<file path="src/rtl/qed_pkg.sv">
// Shared constants for the SQED duplicate-instruction buffer.
package qed_pkg;

    localparam int QED_IW        = 32;
    localparam int QED_DEPTH_DEF = 16;
    localparam int QED_CNT_W_DEF = 8;

    // RISC-V canonical NOP (addi x0, x0, 0).
    localparam logic [QED_IW-1:0] QED_NOP = 32'h0000_0013;

endpackage

</file>
<file path="src/rtl/qed_i_cache_if.sv">
// IFU/mux-side signal bundle of qed_i_cache; master drives requests, slave is the cache.
interface qed_i_cache_if
    import qed_pkg::*;
#(
    parameter int IW    = QED_IW,
    parameter int CNT_W = QED_CNT_W_DEF
);
    logic             ena;
    logic             vld;
    logic             stall;
    logic [IW-1:0]    qed_instruction_in;
    logic             exec_dup;
    logic [IW-1:0]    qed_instruction;
    logic             exec_dup_out;
    logic             full;
    logic             empty;
    logic [CNT_W-1:0] num_orig;
    logic [CNT_W-1:0] num_dup;
    logic             qed_ovf;
    logic             qed_ready;

    modport master (
        output ena, vld, stall, qed_instruction_in, exec_dup,
        input  qed_instruction, exec_dup_out, full, empty,
        input  num_orig, num_dup, qed_ovf, qed_ready
    );

    modport slave (
        input  ena, vld, stall, qed_instruction_in, exec_dup,
        output qed_instruction, exec_dup_out, full, empty,
        output num_orig, num_dup, qed_ovf, qed_ready
    );
endinterface

</file>
<file path="src/rtl/qed_fifo.sv">
// Show-ahead synchronous FIFO; pointers carry one extra wrap bit to tell full from empty.
module qed_fifo
    import qed_pkg::*;
#(
    parameter int DEPTH = QED_DEPTH_DEF,
    parameter int W     = QED_IW
) (
    input  logic         clk,
    input  logic         rst,
    input  logic         push,
    input  logic         pop,
    input  logic [W-1:0] din,
    output logic [W-1:0] dout,
    output logic         full,
    output logic         empty
);
    localparam int AW = $clog2(DEPTH);

    logic [AW:0]  wr_ptr_q, wr_ptr_d;
    logic [AW:0]  rd_ptr_q, rd_ptr_d;
    logic [W-1:0] mem_q [DEPTH];

    assign empty = (wr_ptr_q == rd_ptr_q);
    assign full  = (wr_ptr_q[AW] != rd_ptr_q[AW]) &&
                   (wr_ptr_q[AW-1:0] == rd_ptr_q[AW-1:0]);
    assign dout  = empty ? '0 : mem_q[rd_ptr_q[AW-1:0]];

    always_comb begin
        // NOTE: every always_comb output gets a default first, so no path can infer a latch.
        wr_ptr_d = wr_ptr_q;
        rd_ptr_d = rd_ptr_q;
        if (push && !full)  wr_ptr_d = wr_ptr_q + (AW+1)'(1);
        if (pop  && !empty) rd_ptr_d = rd_ptr_q + (AW+1)'(1);
    end

    always_ff @(posedge clk) begin
        // NOTE: sequential state uses <= so all flops sample pre-edge values.
        if (rst) begin
            wr_ptr_q <= '0;
            rd_ptr_q <= '0;
        end else begin
            wr_ptr_q <= wr_ptr_d;
            rd_ptr_q <= rd_ptr_d;
        end
    end

    always_ff @(posedge clk) begin
        // NOTE: storage is deliberately not reset; empty masks stale entries at the head.
        if (push && !full) mem_q[wr_ptr_q[AW-1:0]] <= din;
    end
endmodule

</file>
<file path="src/rtl/qed_i_cache.sv">
// Duplicate-instruction buffer feeding the QED instruction mux.
// Define QED_FORCE_DRAIN_EN to force replay whenever the buffer is full.
module qed_i_cache
    import qed_pkg::*;
#(
    parameter int DEPTH = QED_DEPTH_DEF,
    parameter int IW    = QED_IW,
    parameter int CNT_W = QED_CNT_W_DEF
) (
    input  logic          clk,
    input  logic          rst,
    qed_i_cache_if.slave  bus
);
    localparam logic [CNT_W-1:0] CNT_MAX = '1;

    logic             fifo_full, fifo_empty;
    logic             issue, push, pop, lost;
    logic [CNT_W-1:0] num_orig_q, num_orig_d;
    logic [CNT_W-1:0] num_dup_q,  num_dup_d;
    logic             qed_ovf_q,  qed_ovf_d;

    assign issue = bus.ena & bus.vld & ~bus.stall;

`ifdef QED_FORCE_DRAIN_EN
    assign bus.exec_dup_out = bus.ena & ~fifo_empty & (bus.exec_dup | fifo_full);
    assign lost             = 1'b0;
`else
    assign bus.exec_dup_out = bus.ena & ~fifo_empty & bus.exec_dup;
    // An original issued while the buffer is full has no slot and is dropped.
    assign lost             = issue & ~bus.exec_dup_out & fifo_full;
`endif

    assign push = issue & ~bus.exec_dup_out & ~fifo_full;
    assign pop  = issue &  bus.exec_dup_out;

    qed_fifo #(
        .DEPTH (DEPTH),
        .W     (IW)
    ) u_fifo (
        .clk   (clk),
        .rst   (rst),
        .push  (push),
        .pop   (pop),
        .din   (bus.qed_instruction_in),
        .dout  (bus.qed_instruction),
        .full  (fifo_full),
        .empty (fifo_empty)
    );

    always_comb begin
        num_orig_d = num_orig_q;
        num_dup_d  = num_dup_q;
        if (push && num_orig_q != CNT_MAX) num_orig_d = num_orig_q + CNT_W'(1);
        if (pop  && num_dup_q  != CNT_MAX) num_dup_d  = num_dup_q  + CNT_W'(1);
        qed_ovf_d = qed_ovf_q | lost | (num_orig_d == CNT_MAX) | (num_dup_d == CNT_MAX);
    end

    always_ff @(posedge clk) begin
        if (rst) begin
            num_orig_q <= '0;
            num_dup_q  <= '0;
            qed_ovf_q  <= 1'b0;
        end else begin
            num_orig_q <= num_orig_d;
            num_dup_q  <= num_dup_d;
            qed_ovf_q  <= qed_ovf_d;
        end
    end

    assign bus.full      = fifo_full;
    assign bus.empty     = fifo_empty;
    assign bus.num_orig  = num_orig_q;
    assign bus.num_dup   = num_dup_q;
    assign bus.qed_ovf   = qed_ovf_q;
    assign bus.qed_ready = ~qed_ovf_q & (num_orig_q == num_dup_q) &
                           (num_orig_q != '0) & fifo_empty;
endmodule

</file>
<file path="src/flat_wrapper.sv">
// flat-port wrapper written by rule: the top's interface ports become plain ports
module qed_i_cache_flat import qed_pkg::*;
#(
    parameter int DEPTH = QED_DEPTH_DEF,
    parameter int IW    = QED_IW,
    parameter int CNT_W = QED_CNT_W_DEF
)
  (clk, rst, bus_ena, bus_vld, bus_stall, bus_qed_instruction_in, bus_exec_dup, bus_qed_instruction, bus_exec_dup_out, bus_full, bus_empty, bus_num_orig, bus_num_dup, bus_qed_ovf, bus_qed_ready);
  qed_i_cache_if #(.IW(IW), .CNT_W(CNT_W)) bus_i ();
  input  logic clk;
  input  logic rst;
  input wire logic [$bits(bus_i.ena)-1:0] bus_ena;
  input wire logic [$bits(bus_i.vld)-1:0] bus_vld;
  input wire logic [$bits(bus_i.stall)-1:0] bus_stall;
  input wire logic [$bits(bus_i.qed_instruction_in)-1:0] bus_qed_instruction_in;
  input wire logic [$bits(bus_i.exec_dup)-1:0] bus_exec_dup;
  output wire logic [$bits(bus_i.qed_instruction)-1:0] bus_qed_instruction;
  output wire logic [$bits(bus_i.exec_dup_out)-1:0] bus_exec_dup_out;
  output wire logic [$bits(bus_i.full)-1:0] bus_full;
  output wire logic [$bits(bus_i.empty)-1:0] bus_empty;
  output wire logic [$bits(bus_i.num_orig)-1:0] bus_num_orig;
  output wire logic [$bits(bus_i.num_dup)-1:0] bus_num_dup;
  output wire logic [$bits(bus_i.qed_ovf)-1:0] bus_qed_ovf;
  output wire logic [$bits(bus_i.qed_ready)-1:0] bus_qed_ready;
  assign bus_i.ena = bus_ena;
  assign bus_i.vld = bus_vld;
  assign bus_i.stall = bus_stall;
  assign bus_i.qed_instruction_in = bus_qed_instruction_in;
  assign bus_i.exec_dup = bus_exec_dup;
  assign bus_qed_instruction = bus_i.qed_instruction;
  assign bus_exec_dup_out = bus_i.exec_dup_out;
  assign bus_full = bus_i.full;
  assign bus_empty = bus_i.empty;
  assign bus_num_orig = bus_i.num_orig;
  assign bus_num_dup = bus_i.num_dup;
  assign bus_qed_ovf = bus_i.qed_ovf;
  assign bus_qed_ready = bus_i.qed_ready;
  qed_i_cache #(.DEPTH(DEPTH), .IW(IW), .CNT_W(CNT_W)) u_core (.clk(clk), .rst(rst), .bus(bus_i));
endmodule
</file>
<file path="config.mk">
export PLATFORM = sky130hd
export DESIGN_NAME = qed_i_cache_flat
export DESIGN_NICKNAME = d
export VERILOG_FILES = /design/src/rtl/qed_pkg.sv /design/src/rtl/qed_i_cache_if.sv /design/src/rtl/qed_fifo.sv /design/src/rtl/qed_i_cache.sv /design/src/flat_wrapper.sv
export SDC_FILE = /design/constraint.sdc
export NUM_CORES = 1
export LEC_CHECK = 0
export BUFFER_PORTS_ARGS = -buffer_cell sky130_fd_sc_hd__buf_2
export CORE_ASPECT_RATIO = 1.75
export CORE_MARGIN = 1
export CORE_UTILIZATION = 36
export DETAILED_ROUTE_END_ITERATION = 7
export PLACE_DENSITY = 0.54
export SLEW_MARGIN = 20
export SYNTH_ARGS = -nofsm -noshare
export SYNTH_HDL_FRONTEND = slang
export SYNTH_SLANG_ARGS = --single-unit
</file>
<file path="constraint.sdc">
create_clock -name clk -period 5.01 [get_ports clk]
set_input_delay 0.7515 -clock clk [delete_from_list [all_inputs] [get_ports clk]]
set_output_delay 0.7515 -clock clk [all_outputs]
set_load 0.01 [all_outputs]
</file>
==> results of run 1 <==
## per-stage QoR
step                area, µm²  std cells
global placement        22900       1820
detailed placement      22900       1820
CTS                     24500       1912
floorplan               21300        982
finish                  24500       1913
global route            24500       1913
## metal layers
metal | part of all wire [%] | GRT usage (%) | wire length, µm
met1 | 40 | 19.6 | 18700
met2 | 54 | 29.1 | 25300
met3 | 3.7 | 2.12 | 1730
met4 | 2.4 | 4.90 | 1110
met5 | 0.019 | 0 | 9
## worst paths after layout
| check | to | slack, ns |
|---|---|---|
| max | bus_qed_instruction[11] | 1.12 |
| min | u_core.u_fifo.rd_ptr_q[4] | 0.53 |
| max reg2reg | u_core.u_fifo.mem_q[14][11] | 1.84 |
| min reg2reg | u_core.u_fifo.rd_ptr_q[4] | 0.53 |
## power by group through the flow
stage / logic [mW] / registers (mW) / clock network, mW
4_1_cts: 0.223 / 4.98 / 3.97
6_report: 0.216 / 4.98 / 3.87
2_1_floorplan: 0.0969 / 5.08 / 0
3_3_place_gp: 0.216 / 5.08 / 0
3_5_place_dp: 0.222 / 5.08 / 0
5_1_grt: 0.238 / 4.98 / 4.12
## critical path, stage by stage (launching register included)
cell and delay [ns]:
dfxtp_1 0.58, xor2_1 0.17, nor4_4 0.48, and2_2 0.71, buf_4 0.37, nor2b_1 0.08
buf_2 0.14
## sequential cells by signal, summed over array words and instances, names as in the netlist, named ones only
| signal | cells |
|---|---|
| u_core.u_fifo.wr_ptr_q | 5 |
| u_core.bus.qed_ovf | 1 |
| u_core.bus.num_orig | 8 |
| u_core.u_fifo.rd_ptr_q | 5 |
| u_core.u_fifo.mem_q | 512 |
| u_core.bus.num_dup | 8 |
## logic make-up after synthesis
logic type,count (synthesis),share of synthesized area [%]
and+or+nand+nor,149,3.76
muxes,165,17.2
xor gates and xnor gates,31,1.31
buffers and inverters,60,1.23
DFF,543,75.1
AOI/OAI and AO/OA,26,0.929
adders and majority gates,8,0.470
## cell type report
class                           instances  area [µm²]  area share, %
Sequential cell                       543       16000           65.3
Multi-Input combinational cell        379        5140           21.0
Clock buffer                           62        1320           5.37
Tap cell                              773         967           3.95
Timing Repair Buffer                  118         723           2.95
Clock inverter                         30         329           1.34
Inverter                                7        26.3          0.107
Antenna cell                            1        2.50         0.0102
## cells in the mapped netlist (all sizes together) (2+ instances only)
| library cell | number | area share, % |
|---|---|---|
| nor2 | 43 | 0.77 |
| nand4 | 10 | 0.29 |
| mux4 | 160 | 17 |
| edfxtp | 512 | 72 |
| ha | 8 | 0.47 |
| inv | 7 | 0.12 |
| a31oi | 4 | 0.12 |
| xnor2 | 14 | 0.58 |
| xor2 | 17 | 0.73 |
| nor2b | 33 | 0.97 |
| nand4b | 4 | 0.16 |
| mux2i | 5 | 0.24 |
| a21oi | 9 | 0.23 |
| and2 | 2 | 0.059 |
| o21ai | 3 | 0.071 |
| nor3 | 8 | 0.19 |
| nor4 | 2 | 0.13 |
| and3 | 4 | 0.14 |
| and3b | 2 | 0.082 |
| dfxtp | 31 | 2.9 |
| clkbuf | 27 | 0.48 |
| nor3b | 2 | 0.071 |
| nand2 | 23 | 0.42 |
| o211ai | 3 | 0.13 |
| nand3 | 7 | 0.16 |
| or3 | 2 | 0.059 |
| buf | 26 | 0.62 |
| nand2b | 3 | 0.088 |
==> results.yml, run 1 <==
synthesis:
  synth_edf_count: 512
  synthCells: 982
  ys_seq_elements: 543
  synthFlopType: "edfxtp_1"
  avgSynthCellArea_um2: 21.7
  syn_nets: 1028
  yosysSeqAreaShare_pct: 75.1
  ys_types: 50
  synthArstFlopShare_pct: 0
  yosysWarnings: 0
  netlist_area_um2: 21300
detailed_routing:
  ant_nets: 0
  drt-total-wl_um: 46800
  drt_iter0_markers: 488
  dr.pass1.iters: 5
  route.detailed.drc: 0
  wl_per_cell_um: 24.5
  vias: 9962
  via_per_inst: 5.21
power_and_ir_drop:
  pwr-share-comb_pct: 2.4
  p_int_mw: 7.28
  clock_power_share_pct: 42.7
  switchingPower_mw: 1.79
  swShare_pct: 19.8
  peakVddDrop_mv: 0.252
  power_leakage_nw: 7.56
  power.total_mw: 9.07
  power_density_nw_per_um2: 370
  power.share.sequential_pct: 54.9
setup_path:
  ff2ff_path_depth: 7
  path_class: "reg2out"
  required_ns: 4.26
  crit_path_start: "u_core.u_fifo.wr_ptr_q[2]"
  worstSetupStartpointType: "flop"
  end_kind: "primary output"
  reg2reg_from: "u_core.u_fifo.wr_ptr_q[2]"
  cp_max_fo: 21
  worstPathArrival_ns: 3.14
cts:
  numCtsBuffers: 49
  cts_hold_buf: 0
  cts_resized: 0
  clock_path_buffers: 3
  cts_tree: "done"
  cts_sinks: 543
  h-tree-depth: 2
  insertion_delay_ns: 0.58
  clockRootBuffer: "clkbuf_16"
  cts_setup_buffers: 0
  path_clk_slew_ns: 0.07
floorplan:
  coreArea_um2: 58300
  ios: 91
  rows: 117
  dieArea_um2: 60100
  die_width_um: 186
  die_h_um: 324
  start_util_pct: 36.5
sta:
  finalSetupTns_ns: 0
  timing.hold.ws_ns: 0.533
  worst_pin_slew_ns: 0.752
  fin_crit_ns: 3.89
  rsz0062_at_grt: "no"
  max_freq_mhz: 257
  period_share_pct: 77.6
  skew_ns: 0.0213
  setup-violations-final: 0
  setup_slack_ns: 1.12
  hold_viol_final: 0
  slew_viol_final: 0
  max-slew-margin-rel_pct: 49.9
global_route:
  grt_pass1_vias: 10600
  grt_pass1_wl_um: 69400
  grt.overflow.total: 0
  antenna_found_initial: 2
  grt_use_total_pct: 16.0
  grt_max_degree: 57
final_layout:
  drive_gt1_share_pct: 33.2
  mostFrequentLayoutCells: "512 x edfxtp_1, 160 x mux4_2, 90 x buf_2"
  final_core_util_pct: 42.1
  final_net_count: 1144
  fillers: 5213
  mostFrequentLayoutCell: "edfxtp_1"
  area_growth_pct: 15.2
min_path:
  hold_path_depth: 2
  min_path_type: "reg2reg"
  hold_start: "u_core.u_fifo.rd_ptr_q[4]"
flow_run:
  drv_cap: 0
place:
  dp_hpwl_um: 26200
  place_ws_ns: 1.62
  gp_congestion: 0.749
  port-buffer-count: 90
status:
  status: "complete, no violations"
Note: power is estimated with default switching activity, not from simulation.
==> run 2, diff against run 1 <==
--- a/config.mk
+++ b/config.mk
@@ -5,12 +5,13 @@
 export SDC_FILE = /design/constraint.sdc
 export NUM_CORES = 1
 export LEC_CHECK = 0
+export ABC_AREA = 1
 export BUFFER_PORTS_ARGS = -buffer_cell sky130_fd_sc_hd__buf_2
 export CORE_ASPECT_RATIO = 1.75
 export CORE_MARGIN = 1
 export CORE_UTILIZATION = 36
 export DETAILED_ROUTE_END_ITERATION = 7
-export PLACE_DENSITY = 0.54
+export PLACE_DENSITY = 0.56
 export SLEW_MARGIN = 20
 export SYNTH_ARGS = -nofsm -noshare
 export SYNTH_HDL_FRONTEND = slang
==> constraint.sdc (replaced) <==
create_clock -name clk -period 3.15 [get_ports clk]
set_input_delay 0.4725 -clock clk [delete_from_list [all_inputs] [get_ports clk]]
set_output_delay 0.4725 -clock clk [all_outputs]
set_load 0.01 [all_outputs]
==> run 2 against run 1 <==
  * Critical path depth grew 2
  * Area after synthesis is 4.4% higher
  * Sequential power grew 59%
  * Setup slack got worse by 0.96 ns
  * Clock power increased by 50%
  * Core utilization down 0.13 points
  * First-iteration DRC count is 120% higher
  * Clock skew is 0.0087 ns lower
==> results.yml, run 2 <==
status:
  status: "complete, no violations"
sta:
  period_share_pct: 94.9
  worst_pin_slew_ns: 0.747
  setup-violations-final: 0
  finalSetupTns_ns: 0
  max_freq_mhz: 335
  slew_viol_final: 0
  hold_viol_final: 0
  timing.hold.ws_ns: 0.272
  rsz0062_at_grt: "no"
  skew_ns: 0.0126
  max-slew-margin-rel_pct: 50.2
  fin_crit_ns: 2.99
cts:
  h-tree-depth: 2
  path_clk_slew_ns: 0.07
  clockRootBuffer: "clkbuf_16"
  insertion_delay_ns: 0.58
  cts_sinks: 543
  cts_tree: "done"
  clock_path_buffers: 3
  numCtsBuffers: 47
power_and_ir_drop:
  peakVddDrop_mv: 0.347
  power_density_nw_per_um2: 552
  power.total_mw: 14.1
  power_leakage_nw: 8.50
global_route:
  grt_max_degree: 65
  grt_pass1_wl_um: 83600
  grt.overflow.total: 0
  antenna_found_initial: 0
  grt_use_total_pct: 17.8
  grt_pass1_vias: 13400
setup_path:
  worst-path-stages: 8
  worstSetupStartpointType: "flop"
  required_ns: 2.68
  reg2reg_from: "u_core.u_fifo.wr_ptr_q[1]"
  cp_top_family: "compound AO/OA/AOI/OAI gates"
  max_stage_delay_ns: 0.44
  worstPathArrival_ns: 2.52
  r2r-end: "u_core.u_fifo.mem_q[5][5]"
  r2r_slack_ns: 0.56
  end_kind: "primary output"
  path_buf_inv: 3
  ff2ff_path_depth: 11
  path_class: "reg2out"
  crit_end: "bus_qed_instruction[8]"
  critical_path.slowest_cell: "dfxtp_4"
  crit_chain: "buf_12, buf_12, a21oi_1, o21ai_0, o211ai_1, nand3_1, a21oi_1, buf_2"
  cp_max_fo: 46
min_path:
  min_path_type: "in2reg"
final_layout:
  multiInputGateArea_um2: 5240
  fillers: 5538
  seqCellArea_um2: 16000
  final_net_count: 1790
  largest_register_ffs: 512
  n_antenna_cell: 0
  mostFrequentLayoutCells: "512 x edfxtp_1, 171 x inv_1, 169 x a21oi_1"
  drive_gt1_share_pct: 14.4
  area_growth_pct: 15.4
  mostFrequentLayoutCell: "edfxtp_1"
synthesis:
  synth.top_cells.by_area: "edfxtp_1 69%, mux2i_1 5.8%, o211ai_1 4.3%"
  synthArstFlopShare_pct: 0
  synth.top_cells.by_count: "512 x edfxtp_1, 174 x inv_1, 169 x a21oi_1"
  yosysWarnings: 0
  avgSynthCellArea_um2: 13.6
  synthFlopType: "edfxtp_1"
  synthCells: 1639
  netlist_area_um2: 22200
  syn_nets: 1685
  ys_types: 40
  synth_top_area_cell: "edfxtp_1"
  synth_top_area_share_pct: 69.2
  ys_seq_elements: 543
  synth_edf_count: 512
  yosysSeqAreaShare_pct: 72.0
  yosysMostFrequentCell: "edfxtp_1"
floorplan:
  die_h_um: 331
  coreArea_um2: 61100
  ios: 91
  dieArea_um2: 62800
  die_width_um: 190
  start_util_pct: 36.4
  rows: 120
detailed_routing:
  wl_per_cell_um: 21.7
  dr.pass1.iters: 5
  vias: 13400
  ant_nets: 0
  drt-total-wl_um: 55800
  route.detailed.drc: 0
  drt_iter0_markers: 1084
  via_per_inst: 5.22
place:
  dp_hpwl_um: 32100
  gp_congestion: 0.827
  port-buffer-count: 90
flow_run:
  drv_cap: 0
[run 2: cell types whose count changed in the layout (fill, tap and decap cells not counted), sizes merged, moves of 45 or more]
cell,delta
nand3,+68
nand2,+45
mux4,-160
a21oi,+160
o21ai,+138
inv,+173
mux2i,+123
o211ai,+125
[run 2: worst min path at each step]
stage | slack (ns) | to | startpoint | depth (start not counted)
after floorplan | 0.44 | u_core.u_fifo.wr_ptr_q[4] | u_core.u_fifo.wr_ptr_q[4] | 1
after global placement | 0.46 | u_core.u_fifo.wr_ptr_q[4] | u_core.u_fifo.wr_ptr_q[4] | 1
after detailed placement | 0.47 | u_core.u_fifo.wr_ptr_q[4] | u_core.u_fifo.wr_ptr_q[4] | 1
after CTS | 0.24 | u_core.u_fifo.mem_q[0][10] | bus_qed_instruction_in[10] | 1
after global routing | 0.26 | u_core.u_fifo.mem_q[3][25] | bus_qed_instruction_in[25] | 1
final | 0.27 | u_core.u_fifo.mem_q[0][10] | bus_qed_instruction_in[10] | 1
[run 2: cell families after synthesis]
group	count (synthesis)	synth area share, %
buffers and inverters	278	4.97
muxes	128	5.77
and+or+nand+nor	223	4.71
AOI/OAI and AO/OA	446	11.6
DFF	543	72.0
xor gates and xnor gates	13	0.512
adders and majority gates	8	0.451
[run 2: power breakdown]
part	switching [mW]	internal, mW
registers	0.0186	7.91
logic	0.294	0.122
clock network	2.55	3.25
total	2.86	11.3
[run 2: layer usage]
metal	up-vias	part of all wire, %	GRT usage, %
met1	6748	41	22.1
met2	356	52	32.1
met3	70	4.4	2.19
met5	-	0	0
met4	0	2.2	5.65
li1	6254	-	-
[run 2: final cells by class]
class / count / area share, %
sequential: 543 / 62.5
inverter: 181 / 2.67
timing repair buffer: 153 / 4.67
clock buffer: 60 / 4.95
tap: 793 / 3.87
clock inverter: 26 / 0.957
multi-input combinational: 818 / 20.4
[run 2: worst reg2reg max path: stages, from the launching register on]
cell and delay (ns):
dfxtp_1 0.42, inv_2 0.08, nand2_1 0.07, nand2_1 0.06, nor2_2 0.18, nand3_4 0.15
nand2_4 0.12, nand3_2 0.13, inv_2 0.16, nand2_1 0.25, nor2_4 0.16, buf_4 0.43
[run 2: timing repair]
item | 4_1_cts | 5_1_grt
endpoints found under the setup margin | 9 | 10
gates resized for setup | 0 | 2
buffers inserted | 1 | 1
cloned | 0 | 0
hold buffers | 0 | 0
[run 2: stage by stage]
step / area (µm²) / utilization [%] / cells / setup WS (ns)
final: 25600 / 41.9 / 2574 / 0.161
after floorplan: 22200 / - / 1639 / 0.0838
after global routing: 25600 / 41.9 / 2574 / 0.0450
after CTS: 25600 / 41.9 / 2573 / 0.0209
after detailed placement: 24100 / 39.4 / 2486 / 0.535
after global placement: 24100 / 39.4 / 2486 / 0.561
==> run 3, diff against run 2 <==
--- a/config.mk
+++ b/config.mk
@@ -11,8 +11,9 @@
 export CORE_MARGIN = 1
 export CORE_UTILIZATION = 36
 export DETAILED_ROUTE_END_ITERATION = 7
-export PLACE_DENSITY = 0.56
+export PLACE_DENSITY = 0.54
 export SLEW_MARGIN = 20
 export SYNTH_ARGS = -nofsm -noshare
 export SYNTH_HDL_FRONTEND = slang
+export SYNTH_HIERARCHICAL = 1
 export SYNTH_SLANG_ARGS = --single-unit
==> constraint.sdc (replaced) <==
create_clock -name clk -period 3 [get_ports clk]
set_input_delay 0.45 -clock clk [delete_from_list [all_inputs] [get_ports clk]]
set_output_delay 0.45 -clock clk [all_outputs]
set_load 0.01 [all_outputs]
==> run 3 against run 2 <==
  * The flow now finishes with violations (design-rule violations)
  * First-iteration DRC count is 19% higher
  * Power grew 7.0%
  * Sequential share of layout area fell by 4.0 points
  * Cell area grew 6.9%
  * Critical endpoint is now bus_qed_instruction[12]
  * Largest cell class unchanged
==> results.yml, run 3 <==
place:
  port-buffer-count: 90
  dp_hpwl_um: 40300
  post_dp_cell_area_um2: 25500
  gp_congestion: 0.809
detailed_routing:
  via_per_inst: 4.95
  vias: 16400
  drt-total-wl_um: 66300
  dr.pass1.iters: 7
  wl_per_cell_um: 20.0
  route.detailed.drc: 1
  ant_nets: 0
  drt_iter0_markers: 1293
sta:
  finalSetupTns_ns: 0
  timing.hold.ws_ns: 0.258
  slew_viol_final: 0
  setup-violations-final: 0
  max-slew-margin-rel_pct: 51.8
  skew_ns: 0.0202
  hold_viol_final: 0
  rsz0062_at_grt: "yes"
  period_share_pct: 98.7
  worst_pin_slew_ns: 0.723
  fin_crit_ns: 2.96
  max_freq_mhz: 338
synthesis:
  ys_seq_elements: 543
  synth.top_cells.by_area: "edfxtp_1 65%, nand2_1 14%, nand3_1 5.4%"
  synth_top_family_by_area: "simple AND/OR/NAND/NOR gates"
  synth_edf_count: 512
  synth_top_area_cell: "edfxtp_1"
  yosysMostFrequentCell: "nand2_1"
  synth_simple_gate_area_share_pct: 23.1
  synthArstFlopShare_pct: 0
  ys_types: 36
  synthMuxAreaShare_pct: 0
  synth_top_area_share_pct: 64.9
  yosysSeqAreaShare_pct: 67.5
  netlist_area_um2: 23700
  synthFlopType: "edfxtp_1"
  synth_compound_area_share_pct: 2.21
  synth.top_cells.by_count: "913 x nand2_1, 512 x edfxtp_1, 256 x nand3_1"
  synth_adder_area_share_pct: 0.422
  avgSynthCellArea_um2: 10.1
  synth_xor_area_share_pct: 0.222
  synthCells: 2355
  yosysWarnings: 6
  syn_nets: 2401
setup_path:
  path_buf_inv: 3
  worstSetupStartpointType: "flop"
  crit_chain: "inv_2, buf_4, nand3_1, a21oi_1, nor2_1, buf_2"
  worst-path-stages: 6
  required_ns: 2.55
  worstPathArrival_ns: 2.51
  critical_path.slowest_cell: "inv_2"
  cp_top_family: "buffers and inverters"
  r2r-end: "u_core/u_fifo/mem_q[2][12]"
  end_kind: "primary output"
  reg2reg_from: "u_core/u_fifo/wr_ptr_q[0]"
  cp_max_fo: 25
  max_stage_delay_ns: 0.52
  path_class: "reg2out"
  r2r_slack_ns: 0.39
  ff2ff_path_depth: 15
power_and_ir_drop:
  peakVddDrop_mv: 0.451
  p_int_mw: 12.0
  swShare_pct: 20.6
  power_leakage_nw: 11.2
  pwr-share-comb_pct: 2.7
  power.share.sequential_pct: 54.9
  switchingPower_mw: 3.12
  clock_power_share_pct: 42.4
  power_density_nw_per_um2: 552
min_path:
  hold_path_depth: 2
  worstHoldEndpoint: "u_core/bus.num_orig[7]"
  hold_start: "rst"
  min_path_type: "in2reg"
cts:
  cts_tree: "done"
  clock_path_buffers: 3
  insertion_delay_ns: 0.59
  cts_sinks: 543
  cts_hold_buf: 0
  h-tree-depth: 2
  clockRootBuffer: "clkbuf_16"
  numCtsBuffers: 50
  path_clk_slew_ns: 0.06
final_layout:
  multiInputGateArea_um2: 6300
  mostFrequentLayoutCells: "913 x nand2_1, 512 x edfxtp_1, 256 x nand3_1"
  drive_gt1_share_pct: 12.4
  largest_register_ffs: 512
  final_cell_area_um2: 27400
  mostFrequentLayoutCell: "nand2_1"
  n_antenna_cell: 0
  final_net_count: 2506
  area_growth_pct: 15.6
  seqCellArea_um2: 16000
  fillers: 6238
status:
  status: "complete, but fails checks"
  violations: "design-rule violations"
global_route:
  antenna_found_initial: 0
  grt.overflow.total: 0
  grt_pass1_wl_um: 98300
  grt_pass1_vias: 16400
  grt_max_degree: 65
  grt_use_total_pct: 19.6
floorplan:
  die_h_um: 341
  ios: 91
  dieArea_um2: 66900
  coreArea_um2: 65200
  start_util_pct: 36.4
  rows: 124
  die_width_um: 196
flow_run:
  drv_cap: 0
[run 3: changes by cell type in the layout (fill, tap and decap cells not counted), sizes merged, moves of 7 or more]
cell / before / now
inv: 182 / 255
nand2: 68 / 928
clkbuf: 60 / 69
mux2i: 128 / 0
o211ai: 128 / 9
buf: 153 / 161
a21oi: 169 / 52
o21ai: 141 / 28
nor3: 9 / 0
nand3: 75 / 260
xor2: 10 / 3
nor2: 61 / 142
[run 3: worst max path at each step]
stage | to | slack, ns | from
global placement | u_core/u_fifo/mem_q[12][4] | 0.28 | u_core/u_fifo/wr_ptr_q[0]
finish | bus_qed_instruction[12] | 0.04 | flop
detailed placement | u_core/u_fifo/mem_q[2][14] | 0.28 | u_core/u_fifo/wr_ptr_q[0]
floorplan | u_core/u_fifo/mem_q[10][0] | -0.20 | u_core/u_fifo/wr_ptr_q[0]
global route | bus_qed_instruction[12] | -0.01 | flop
CTS | bus_qed_instruction[10] | -0.001 | flop
[run 3: layout make-up]
cell class                      instances  area share (%)
Sequential cell                       543            58.4
Multi-Input combinational cell       1446            23.0
Timing Repair Buffer                  166            5.38
Clock buffer                           65            4.81
Tap cell                              819            3.74
Inverter                              253            3.58
Clock inverter                         27            1.07
[run 3: power groups by stage]
stage	clock network, mW	logic, mW	registers, mW
2_1_floorplan	0	0.144	8.48
3_3_place_gp	0	0.412	8.47
3_5_place_dp	0	0.416	8.47
4_1_cts	6.54	0.420	8.31
5_1_grt	6.79	0.451	8.31
6_report	6.41	0.411	8.31
[run 3: metal layers]
layer  vias up  share of wire (%)  GRT usage [%]  routed length (µm)
li1       7894                  -              -                   -
met3        99                4.4           2.43                2920
met4         0                3.1           7.23                2050
met2       460                 53           35.9               34900
met5         -                  0              0                   0
met1      7986                 40           23.3               26500
[run 3: stage by stage]
step	cells	setup slack, ns	total power, mW	util, %
finish	3319	0.0394	15.1	42.1
detailed placement	3218	0.278	8.89	39.1
floorplan	2355	-0.202	8.62	-
global placement	3218	0.285	8.89	39.1
global route	3319	-0.0117	15.5	42.1
CTS	3312	-0.00119	15.3	41.8
[run 3: cell families (layout without fill, tap and decap cells)]
kind of cell | count (synthesis) | count (layout)
flops | 543 | 543
fa+ha+maj | 8 | 8
compound gates | 94 | 94
buf+inv | 366 | 511
simple gates | 1338 | 1338
xor+xnor | 6 | 6
[run 3: worst reg2reg max path: stages (launching register included)]
cell	delay [ns]
dfxtp_2	0.38
inv_1	0.10
nand2_1	0.08
nand2_1	0.08
nor2_4	0.15
nand3_4	0.09
inv_2	0.09
inv_1	0.05
nand3_2	0.10
nand2_1	0.12
nor2_4	0.12
nand2_1	0.07
inv_1	0.09
nand2_1	0.26
nor2_4	0.17
buf_4	0.32
[run 3: repair_timing]
action                                  4_1_cts  5_1_grt
resized for setup                            24       20
setup buffers                                 0        4
cloned                                        2        3
endpoints found under the setup margin       32       31
